==> config.mk <==
export PLATFORM = sky130hd
export DESIGN_NAME = fan_power_ctrl
export DESIGN_NICKNAME = d
export VERILOG_FILES = /design/src/rtl/fan_pkg.sv /design/src/rtl/fan_pwm_gen.sv /design/src/rtl/fan_power_ctrl.sv
export SDC_FILE = /design/constraint.sdc
export NUM_CORES = 1
export LEC_CHECK = 0
export BUFFER_PORTS_ARGS = -buffer_cell sky130_fd_sc_hd__buf_2
export CAP_MARGIN = 10
export CORE_ASPECT_RATIO = 1.5
export CORE_MARGIN = 2
export CORE_UTILIZATION = 57
export CTS_CLUSTER_SIZE = 25
export DETAILED_ROUTE_END_ITERATION = 10
export PLACE_DENSITY = 0.83
export SLEW_MARGIN = 5
export SYNTH_ARGS = -nofsm -noshare
export SYNTH_HDL_FRONTEND = slang
export SYNTH_SLANG_ARGS = --single-unit
==> constraint.sdc <==
create_clock -name clk -period 3.9 [get_ports clk]
set_clock_uncertainty 0.1 [all_clocks]
set_input_delay 0.78 -clock clk [delete_from_list [all_inputs] [get_ports clk]]
set_output_delay 0.78 -clock clk [all_outputs]
set_load 0.05 [all_outputs]
==> src/rtl/fan_pkg.sv <==
// fan_pkg: shared state encoding, default duty constants and level-to-LED helper
package fan_pkg;
    typedef enum logic [1:0] {IDLE, RUN, STOPPING} fan_state_t;
    localparam int DEF_DUTY_MAX  = 100;
    localparam int DEF_DUTY_STEP = 10;
    function automatic logic [14:0] lvl_onehot(input logic [3:0] lvl);
        return (lvl == 4'd0) ? 15'd0 : 15'd1 << (lvl - 4'd1);
    endfunction
endpackage

==> src/rtl/fan_pwm_gen.sv <==
// fan_pwm_gen: prescaled free-running PWM counter with registered duty compare
module fan_pwm_gen
    import fan_pkg::*;
#(
    parameter int DUTY_MAX = DEF_DUTY_MAX,
    parameter int PWM_DIV  = 1
) (
    input  logic                              clk,
    input  logic                              reset_p,
    input  logic [$clog2(DUTY_MAX+1)-1:0]     duty,
    output logic                              pwm
);
    localparam int DUTY_W = $clog2(DUTY_MAX + 1);
    localparam int DIV_W  = $clog2(PWM_DIV + 1);
    localparam logic [DIV_W-1:0]  DIV_LAST = DIV_W'(PWM_DIV - 1);
    localparam logic [DUTY_W-1:0] CNT_LAST = DUTY_W'(DUTY_MAX - 1);
    logic [DIV_W-1:0]  div_cnt;
    logic [DUTY_W-1:0] cnt;
    logic              step;
    assign step = div_cnt == DIV_LAST;
    // prescaler advances the period counter; compare is registered so duty edits land on the next count
    always_ff @(posedge clk) begin
        if (reset_p) begin
            div_cnt <= '0;
            cnt     <= '0;
            pwm     <= 1'b0;
        end else begin
            div_cnt <= step ? '0 : div_cnt + 1'b1;
            cnt     <= !step ? cnt : (cnt == CNT_LAST) ? '0 : cnt + 1'b1;
            pwm     <= cnt < duty;
        end
    end
endmodule

==> src/rtl/fan_power_ctrl.sv <==
// fan_power_ctrl: level stepping FSM with soft duty ramp, LED bar and motor PWM
module fan_power_ctrl
    import fan_pkg::*;
#(
    parameter int NUM_LEVELS = 3,
    parameter int DUTY_STEP  = DEF_DUTY_STEP,
    parameter int DUTY_MAX   = DEF_DUTY_MAX,
    parameter int PWM_DIV    = 1,
    parameter int RAMP_DIV   = 4,
    parameter int HARD_STOP  = 0
) (
    input  logic                                clk,
    input  logic                                reset_p,
    input  logic                                btn_up_pe,
    input  logic                                btn_off_pe,
    input  logic                                timer_end,
    input  logic                                stop_req,
    output logic                                motor_pwm,
    output logic [NUM_LEVELS-1:0]               led_power,
    output logic [$clog2(NUM_LEVELS+1)-1:0]     level,
    output logic [$clog2(DUTY_MAX+1)-1:0]       duty_cur,
    output logic                                motor_idle
);
    localparam int DUTY_W = $clog2(DUTY_MAX + 1);
    localparam int LVL_W  = $clog2(NUM_LEVELS + 1);
    localparam int RAMP_W = $clog2(RAMP_DIV + 1);
    localparam logic [RAMP_W-1:0] RAMP_LAST = RAMP_W'(RAMP_DIV - 1);
    localparam logic [LVL_W-1:0]  LVL_TOP   = LVL_W'(NUM_LEVELS);
    if (NUM_LEVELS < 1 || NUM_LEVELS > 15 || NUM_LEVELS * DUTY_STEP > DUTY_MAX) begin : g_bad_cfg
        $error("fan_power_ctrl: NUM_LEVELS must be 1..15 and NUM_LEVELS*DUTY_STEP must not exceed DUTY_MAX");
    end
    fan_state_t        state, st_nxt;
    logic [LVL_W-1:0]  lvl_nxt;
    logic [DUTY_W-1:0] target;
    logic [RAMP_W-1:0] ramp_cnt;
    logic              stop, go_up, kill, ramp_tick;
    assign stop       = timer_end | stop_req;
    assign go_up      = btn_up_pe & ~btn_off_pe & ~stop;
    assign ramp_tick  = ramp_cnt == RAMP_LAST;
    assign motor_idle = state == IDLE;
    // next state/level: stop beats off beats up; a hard stop also zeroes duty immediately
    always_comb begin
        st_nxt  = state;
        lvl_nxt = level;
        kill    = 1'b0;
        case (state)
            IDLE: begin
                if (go_up) begin
                    st_nxt  = RUN;
                    lvl_nxt = LVL_W'(1);
                end
            end
            RUN: begin
                if (stop || btn_off_pe) begin
                    lvl_nxt = '0;
                    kill    = HARD_STOP != 0;
                    st_nxt  = (HARD_STOP != 0) ? IDLE : STOPPING;
                end else if (btn_up_pe) begin
                    lvl_nxt = (level == LVL_TOP) ? '0 : level + 1'b1;
                    st_nxt  = (level == LVL_TOP) ? STOPPING : RUN;
                end
            end
            STOPPING: begin
                if (go_up) begin
                    st_nxt  = RUN;
                    lvl_nxt = LVL_W'(1);
                end else if (duty_cur == '0) begin
                    st_nxt = IDLE;
                end
            end
            default: st_nxt = IDLE;
        endcase
    end
    // state, level, target and LED bar registers plus the one-count-per-tick duty ramp
    always_ff @(posedge clk) begin
        if (reset_p) begin
            state     <= IDLE;
            level     <= '0;
            target    <= '0;
            led_power <= '0;
            ramp_cnt  <= '0;
            duty_cur  <= '0;
        end else begin
            state     <= st_nxt;
            level     <= lvl_nxt;
            target    <= DUTY_W'(int'(lvl_nxt) * DUTY_STEP);
            led_power <= NUM_LEVELS'(lvl_onehot(4'(lvl_nxt)));
            ramp_cnt  <= ramp_tick ? '0 : ramp_cnt + 1'b1;
            duty_cur  <= kill ? '0 :
                         (ramp_tick && duty_cur < target) ? duty_cur + 1'b1 :
                         (ramp_tick && duty_cur > target) ? duty_cur - 1'b1 : duty_cur;
        end
    end
    fan_pwm_gen #(
        .DUTY_MAX (DUTY_MAX),
        .PWM_DIV  (PWM_DIV)
    ) u_pwm (
        .clk     (clk),
        .reset_p (reset_p),
        .duty    (duty_cur),
        .pwm     (motor_pwm)
    );
endmodule

### Yosys cells after proc, flatten, opt, wreduce, memory -nomap -nowiden

Cells that the tools add are included.

| operators by class | value |
|---|---|
| bitwise logic cells | 6 |
| multipliers | 1 |
| mux-type cells | 15 |
| $lt $le $gt $ge | 3 |
| reduce and logical (&&, ||, !) cells | 12 |
| equality and inequality tests | 8 |
| shift operators | 1 |
| $add $sub $neg | 7 |

Operator list:

| operator | count |
|---|---|
| $mux W7 | 3 |
| $mux W2 | 10 |
| $add A7 B1 Y7 const B | 2 |
| $lt A7 B7 Y1 | 2 |
| $reduce_or A2 Y1 | 4 |
| $eq A7 B7 Y1 const B | 1 |
| $gt A7 B7 Y1 | 1 |
| $logic_not A7 Y1 | 1 |
| $sub A7 B1 Y7 const B | 1 |
| $ne A3 B3 Y1 const B | 2 |
| $pmux W2 S3 | 1 |
| $mul A2 B3 Y5 const B | 1 |
| $eq A2 B2 Y1 const B | 2 |
| $logic_not A2 Y1 | 2 |
| $pmux W2 S2 | 1 |
| $shl A1 B4 Y3 const A | 1 |
| $add A3 B1 Y3 const B | 1 |
| $eq A3 B2 Y1 const B | 1 |
| $not A1 Y1 | 3 |
| $reduce_and A3 Y1 | 1 |
| $sub A2 B1 Y3 const B | 1 |
| $add A2 B1 Y2 const B | 1 |
| $and A1 B1 Y1 | 2 |
| $eq A2 B1 Y1 const B | 1 |
| 6 further kinds | 7 |

| storage, ports and cells | value |
|---|---|
| register bits after elaboration | 33 |
| word-level logic and storage cells | 63 |
| output and inout port bits | 14 |
| input port bits | 6 |

### Logic depth before layout (Yosys ltp)

Gate-level depths: netlist of the first run.

| logic depth | value |
|---|---|
| depth after elaboration | 7 |
| mapped depth | 12 |
| mapped depth without buffers | 12 |

### By module

Synthesis of the first run repeated with hierarchy kept, for this count alone.

| unflattened totals | value |
|---|---|
| cells, all modules | 181 |
| area total of the unflattened synthesis | 1,605.3 um2 |

Modules (own cells, without submodules):

| module | instances | sequential area each (um2) | area each (um2) | cells an instance |
|---|---|---|---|---|
| fan_power_ctrl | 1 | 340.3 | 1,103.6 | 124 |
| fan_pwm_gen | 1 | 180.2 | 501.7 | 57 |

### Least setup slack after synthesis of the first run

No wires, ideal clock.

| path | value |
|---|---|
| path type | register to register |
| start point | register level[0] (netlist name) |
| end point | register duty_cur[5] |
| setup slack | 628 ps |
| setup time | 116 ps |
| data arrival time | 3,056 ps |
| period minus slack after synthesis | 3,272 ps |
| data required time | 3,684 ps |
| cell stages (with the launch flop) | 12 |
| path buffers | 0 |
| cells stage by stage | dfxtp_1 > inv_1 > ha_1 > o21ai_1 > a21oi_1 > or4_4 > ha_1 > a21oi_1 > a21boi_1 > o21a_1 > or3_1 > a41o_1 |

RTL lines:

| element | RTL line | RTL |
|---|---|---|
| end signal: assignment | fan_power_ctrl.sv:89 | `duty_cur <= kill ? '0 :` |
| end: declaration | fan_power_ctrl.sv:21 | `output logic [$clog2(DUTY_MAX+1)-1:0] duty_cur,` |

==> results of run 1 <==
==> cells in the mapped netlist, drive strengths merged (3+ instances only) <==
master	number
a21oi	8
dfxtp	26
ha	22
inv	14
mux2i	4
nand2	8
nand2b	3
nand3	6
nor2	18
nor2b	4
nor3	7
nor4	3
o21ai	5
xnor2	5
xor2	3
==> layout make-up <==
cell class | instances | area (µm²) | share of cell area
Inverter | 14 | 52.6 | 0.0293
Clock buffer | 3 | 41.3 | 0.0230
Multi-Input combinational cell | 129 | 1010 | 0.561
Timing Repair Buffer | 19 | 95.1 | 0.0531
Sequential cell | 26 | 520 | 0.291
Tap cell | 37 | 46.3 | 0.0258
Clock inverter | 1 | 30.0 | 0.0168
==> metrics by stage <==
stage / setup WS (ps) / utilization / cells / hold WS, ps
after floorplan: 628 / - / 173 / 298
after global placement: 917 / 0.643 / 225 / 308
after detailed placement: 806 / 0.643 / 225 / 322
after CTS: 723 / 0.669 / 229 / 335
after global routing: 544 / 0.669 / 229 / 356
final: 685 / 0.669 / 229 / 333
==> report_power, final <==
group	switching [mW]	internal, mW	total [mW]
clock	0.0895	0.137	0.227
sequential	0.0187	0.282	0.301
combinational	0.132	0.0859	0.218
total	0.240	0.506	0.746
==> worst max-delay path: stages, from the launching register on <==
cell      delay [ps]
dfxtp_1          450
inv_1             80
ha_1             330
o21ai_1          150
a21oi_1           80
or4_4            560
ha_1             350
a21oi_1          190
a21boi_1         120
o21a_1           190
or3_1            300
a41o_1           230
==> sequential cells by signal, summed over array words and instances (netlist names) <==
name / cells
ramp_cnt: 3
u_pwm.pwm: 1
target: 1
duty_cur: 7
led_power: 3
u_pwm.div_cnt: 1
level: 1
u_pwm.cnt: 7
state: 2
==> worst paths after layout <==
kind | slack (ps) | endpoint | cells past startpoint
hold reg to reg | 330 | ramp_cnt[0] | 1
hold / removal | 330 | ramp_cnt[0] | 1
setup / recovery | 690 | duty_cur[5] | 11
setup reg to reg | 690 | duty_cur[5] | 11
==> kinds of logic (layout without fill, tap and decap cells) <==
group | count (synthesis) | in the layout
compound gates | 31 | 31
xor+xnor | 8 | 8
fa+ha+maj | 23 | 23
buf+inv | 18 | 37
flops | 26 | 26
mux | 5 | 5
other cells | 1 | 1
simple gates | 61 | 61
==> layer usage <==
metal  vias up  share of wire
li1        655              -
met1       643           0.38
met2        28           0.56
met3        12          0.023
met4         0          0.032
met5         -              0
==> flow_metrics.py, run 1 <==
metrics = {
    "logic_synthesis": {
        "yosys_register_bits": 26,
        "synth_seq_area_share": 0.325,
        "synth_simple_gate_area_frac": 0.204,
        "syn_avg_cell_area_um2": 9.26,
        "synth-edff-count": 0,
        "syn_area_um2": 1600,
        "synth_top_family_by_area": "simple AND/OR/NAND/NOR gates",
        "synth_xor_area_frac": 0.0437,
        "yosysTopAreaCellShare": 0.325,
        "ys_async_sr_fraction": 0,
        "synth_mux_area_frac": 0.0320,
        "yosysUniqueCellTypes": 50,
        "syn_nets": 202,
        "yosysWarnings": 0,
        "synth_compound_area_frac": 0.162,
        "synth.largest_area_cell": "dfxtp_1",
        "synthAdderAreaFrac": 0.184,
        "synth_top_cells_by_area": "dfxtp_1 32%, ha_1 17%, nor2_1 4.2%, inv_1 3.0%, xnor2_1 2.7%",
        "ys.flop_type": "dfxtp_1",
        "synthCells": 173,
    },
    "worst_hold_path": {
        "hp-class": "register to register",
        "hp-start": "ramp_cnt[0]",
    },
    "floorplan": {
        "pin_count": 20,
        "die_w_um": 47.3,
        "dieArea_um2": 3260,
        "die_h_um": 68.9,
        "initial_core_util": 0.599,
        "floorplan.core_area_um2": 2680,
        "rows": 23,
    },
    "place": {
        "place_congestion": 0.782,
        "hpwl_um": 2600,
        "dpl_cell_area_um2": 1720,
        "port-buffer-count": 19,
    },
    "drt": {
        "drt-pass1-iter-count": 4,
        "drtIter0Drc": 35,
        "drc": 0,
        "drt_wl_total_um": 3550,
        "drtAntennaViolNets": 0,
        "wl_per_cell_um": 15.5,
        "avgViaCountPerCell": 5.84,
        "vias": 1338,
    },
    "final_layout": {
        "final_cell_area_um2": 1790,
        "drive_gt1_frac": 0.182,
        "nNetsFinal": 222,
        "fillers": 208,
        "layout_common_cells": "26 x dfxtp_1, 22 x ha_1, 19 x buf_2",
        "final_common_cell": "dfxtp_1",
        "antenna_cells": 0,
        "area_growth_pct": 11.8,
    },
    "global_routing": {
        "grt_max_degree": 19,
        "grt-busiest-layer": "met2",
        "grt_pass1_wl_um": 5530,
        "antenna_found_initial": 0,
        "grtUsageMet1": 0.222,
        "grt_pass1_vias": 1358,
        "grt_util_met3": 0.0286,
        "grt.total_usage": 0.237,
        "overflow": 0,
        "grtUsageMet2": 0.459,
    },
    "clock_network": {
        "tritoncts": "yes",
        "clk_latency_ps": 280,
        "cts_setup_buffers": 0,
        "cts-root-buf": "clkbuf_8",
        "clkSlewWorstSetupHoldPaths_ps": 100,
        "htreeDepth": 1,
        "cts_buffer_depth": 2,
        "clock_sinks": 26,
        "post_cts_resized": 0,
        "cts_made_buffers": 3,
        "ctsHoldBuffers": 0,
    },
    "worst_setup_path": {
        "cp_max_fo": 8,
        "critical_path_arrival_ps": 3300,
        "path_class": "register to register",
        "crit_path_start": "level[0]",
        "cp-end-kind": "register",
        "startpoint_type": "register",
        "r2r-start": "level[0]",
        "cp.required_ps": 3980,
    },
    "timing": {
        "fmax_mhz": 311,
        "hold_viol_final": 0,
        "fin_setup_tns_ps": 0,
        "finalCritPeriodShare": 0.824,
        "slew_violations": 0,
        "setup_viol": 0,
        "rsz0062_at_grt": "false",
        "fin_crit_ps": 3210,
    },
    "run_status": {
        "outcome": "finished, final reports clean",
    },
    "power_and_ir_drop": {
        "power_mw": 0.746,
        "ir_drop_uv": 267,
        "p_leak_nw": 0.769,
        "powerDensity_nw_per_um2": 416,
    },
    "run": {
        "cap_violations": 0,
    },
}
Power figures use the tool's default switching activity.
==> run 2: changes to the inputs <==
Clock period 3.9 ns to 2.96 ns, I/O delays scaled along.
==> run 2 against run 1 <==
Compared with the run above:
- clock-buffer cell count stayed put
- combinational power increased by 54%
- register-to-register slack got worse by 630 ps
- largest power group unchanged
- power is 37% higher
==> flow_metrics.py, run 2 (synthesized netlist as in run 1, its figures left out) <==
metrics = {
    "worst_hold_path": {
        "hp-class": "register to register",
    },
    "place": {
        "dp.cells": 228,
        "hpwl_um": 2660,
        "port-buffer-count": 19,
        "dpl_cell_area_um2": 1770,
        "place_congestion": 0.840,
        "dpl_worst_slack_ps": 31.4,
    },
    "timing": {
        "rsz0062_at_grt": "true",
        "fmax_mhz": 344,
        "fin_setup_tns_ps": 0,
        "hold_viol_final": 0,
        "slew_violations": 0,
        "fin_ws_ps": 56.5,
        "setup_viol": 0,
        "finalCritPeriodShare": 0.981,
        "fin_crit_ps": 2900,
    },
    "drt": {
        "drtAntennaViolNets": 0,
        "drtIter0Drc": 38,
        "vias": 1411,
        "wl_per_cell_um": 16.3,
        "avgViaCountPerCell": 6.03,
        "drc": 0,
        "drt-pass1-iter-count": 4,
        "drt_wl_total_um": 3810,
    },
    "power_and_ir_drop": {
        "powerDensity_nw_per_um2": 524,
        "ir_drop_uv": 400,
        "p_leak_nw": 0.808,
    },
    "worst_setup_path": {
        "path_cells": "inv_1, ha_4, o21ai_2, a21oi_2, or4_4, ha_4, a21oi_4, a21boi_2, o21a_1, or3_1, a41o_1",
        "cp_max_fo": 8,
        "path_class": "register to register",
        "critical_path_arrival_ps": 2970,
        "startpoint_type": "register",
        "cp.required_ps": 3030,
        "slowest_stage": "or4_4",
        "cp_common_cell": "ha_4",
        "cp_slowest_stage_delay_ps": 600,
        "cp-end-kind": "register",
    },
    "clock_network": {
        "cts-root-buf": "clkbuf_8",
        "clkSlewWorstSetupHoldPaths_ps": 90,
        "ctsHoldBuffers": 0,
        "tritoncts": "yes",
        "cts_buffer_depth": 2,
        "clk_latency_ps": 270,
        "clock_sinks": 26,
        "htreeDepth": 1,
        "cts_made_buffers": 3,
    },
    "final_layout": {
        "antenna_cells": 0,
        "fin_util": 0.730,
        "final_cell_area_um2": 1950,
        "final_common_cell": "dfxtp_1",
        "reg_top3": "duty_cur (7), u_pwm.cnt (7)",
        "layout.cells.non_filler": 234,
        "nNetsFinal": 227,
        "layout_common_cells": "20 x dfxtp_1, 19 x buf_2, 18 x nor2_1",
        "area_growth_pct": 21.9,
        "drive_gt1_frac": 0.305,
    },
    "floorplan": {
        "die_w_um": 47.3,
        "dieArea_um2": 3260,
        "floorplan.core_area_um2": 2680,
        "die_h_um": 68.9,
        "rows": 23,
        "initial_core_util": 0.599,
        "pin_count": 20,
    },
    "global_routing": {
        "antenna_found_initial": 0,
        "overflow": 0,
        "grt_pass1_vias": 1431,
        "grt_max_degree": 19,
        "grt.total_usage": 0.243,
        "grt_pass1_wl_um": 5710,
    },
    "run": {
        "cap_violations": 0,
    },
    "run_status": {
        "outcome": "finished, final reports clean",
    },
}
-- run 2: changes by cell type in the layout (fill, tap and decap cells not counted), sizes merged --
cell  previous run  this run
buf             19        24
-- run 2: metal layers --
layer,up-vias,part of all wire,track usage
li1,666,-,-
met1,673,0.35,0.230
met2,49,0.55,0.451
met3,23,0.038,0.0417
met4,0,0.056,0.156
met5,-,0,0
-- run 2: stage by stage --
stage | hold WS (ps) | total power, mW
floorplan | 298 | 0.628
global placement | 308 | 0.678
detailed placement | 324 | 0.694
CTS | 343 | 0.994
global route | 359 | 1.07
finish | 345 | 1.02
-- run 2: worst max-delay path, delay by kind of cell, from the launching register on --
family	cells	cell delay, ps
simple gates	2	900
compound gates	6	840
fa+ha+maj	2	510
flops	1	380
buf+inv	1	70
-- run 2: final cells by class --
cell class | instances | area [µm²]
clock buffer | 3 | 41.3
fill | 200 | 722
timing repair buffer | 24 | 133
sequential | 26 | 536
tap | 37 | 46.3
multi-input combinational | 129 | 1120
clock inverter | 1 | 30.0
inverter | 14 | 52.6
-- run 2: what timing repair did --
item,in CTS,in global routing
buffers inserted,0,2
pin swaps,1,4
gates cloned,0,0
resized for setup,1,13
setup endpoints to repair,1,2
-- run 2: path summary, 6_finish.rpt --
check / from / end / slack (ps) / depth (start not counted)
hold reg to reg: ramp_cnt[0] / ramp_cnt[0] / 340 / 1
setup reg to reg: level[0] / duty_cur[5] / 60 / 11
setup / recovery: level[0] / duty_cur[5] / 60 / 11
hold / removal: ramp_cnt[0] / ramp_cnt[0] / 340 / 1
-- run 2: report_power, final --
group	internal, mW	total (mW)	leakage (nW)	switching (mW)
Clock	0.181	0.292	0.0357	0.111
Combinational	0.140	0.336	0.557	0.196
Sequential	0.372	0.395	0.215	0.0237
Total	0.693	1.02	0.808	0.331
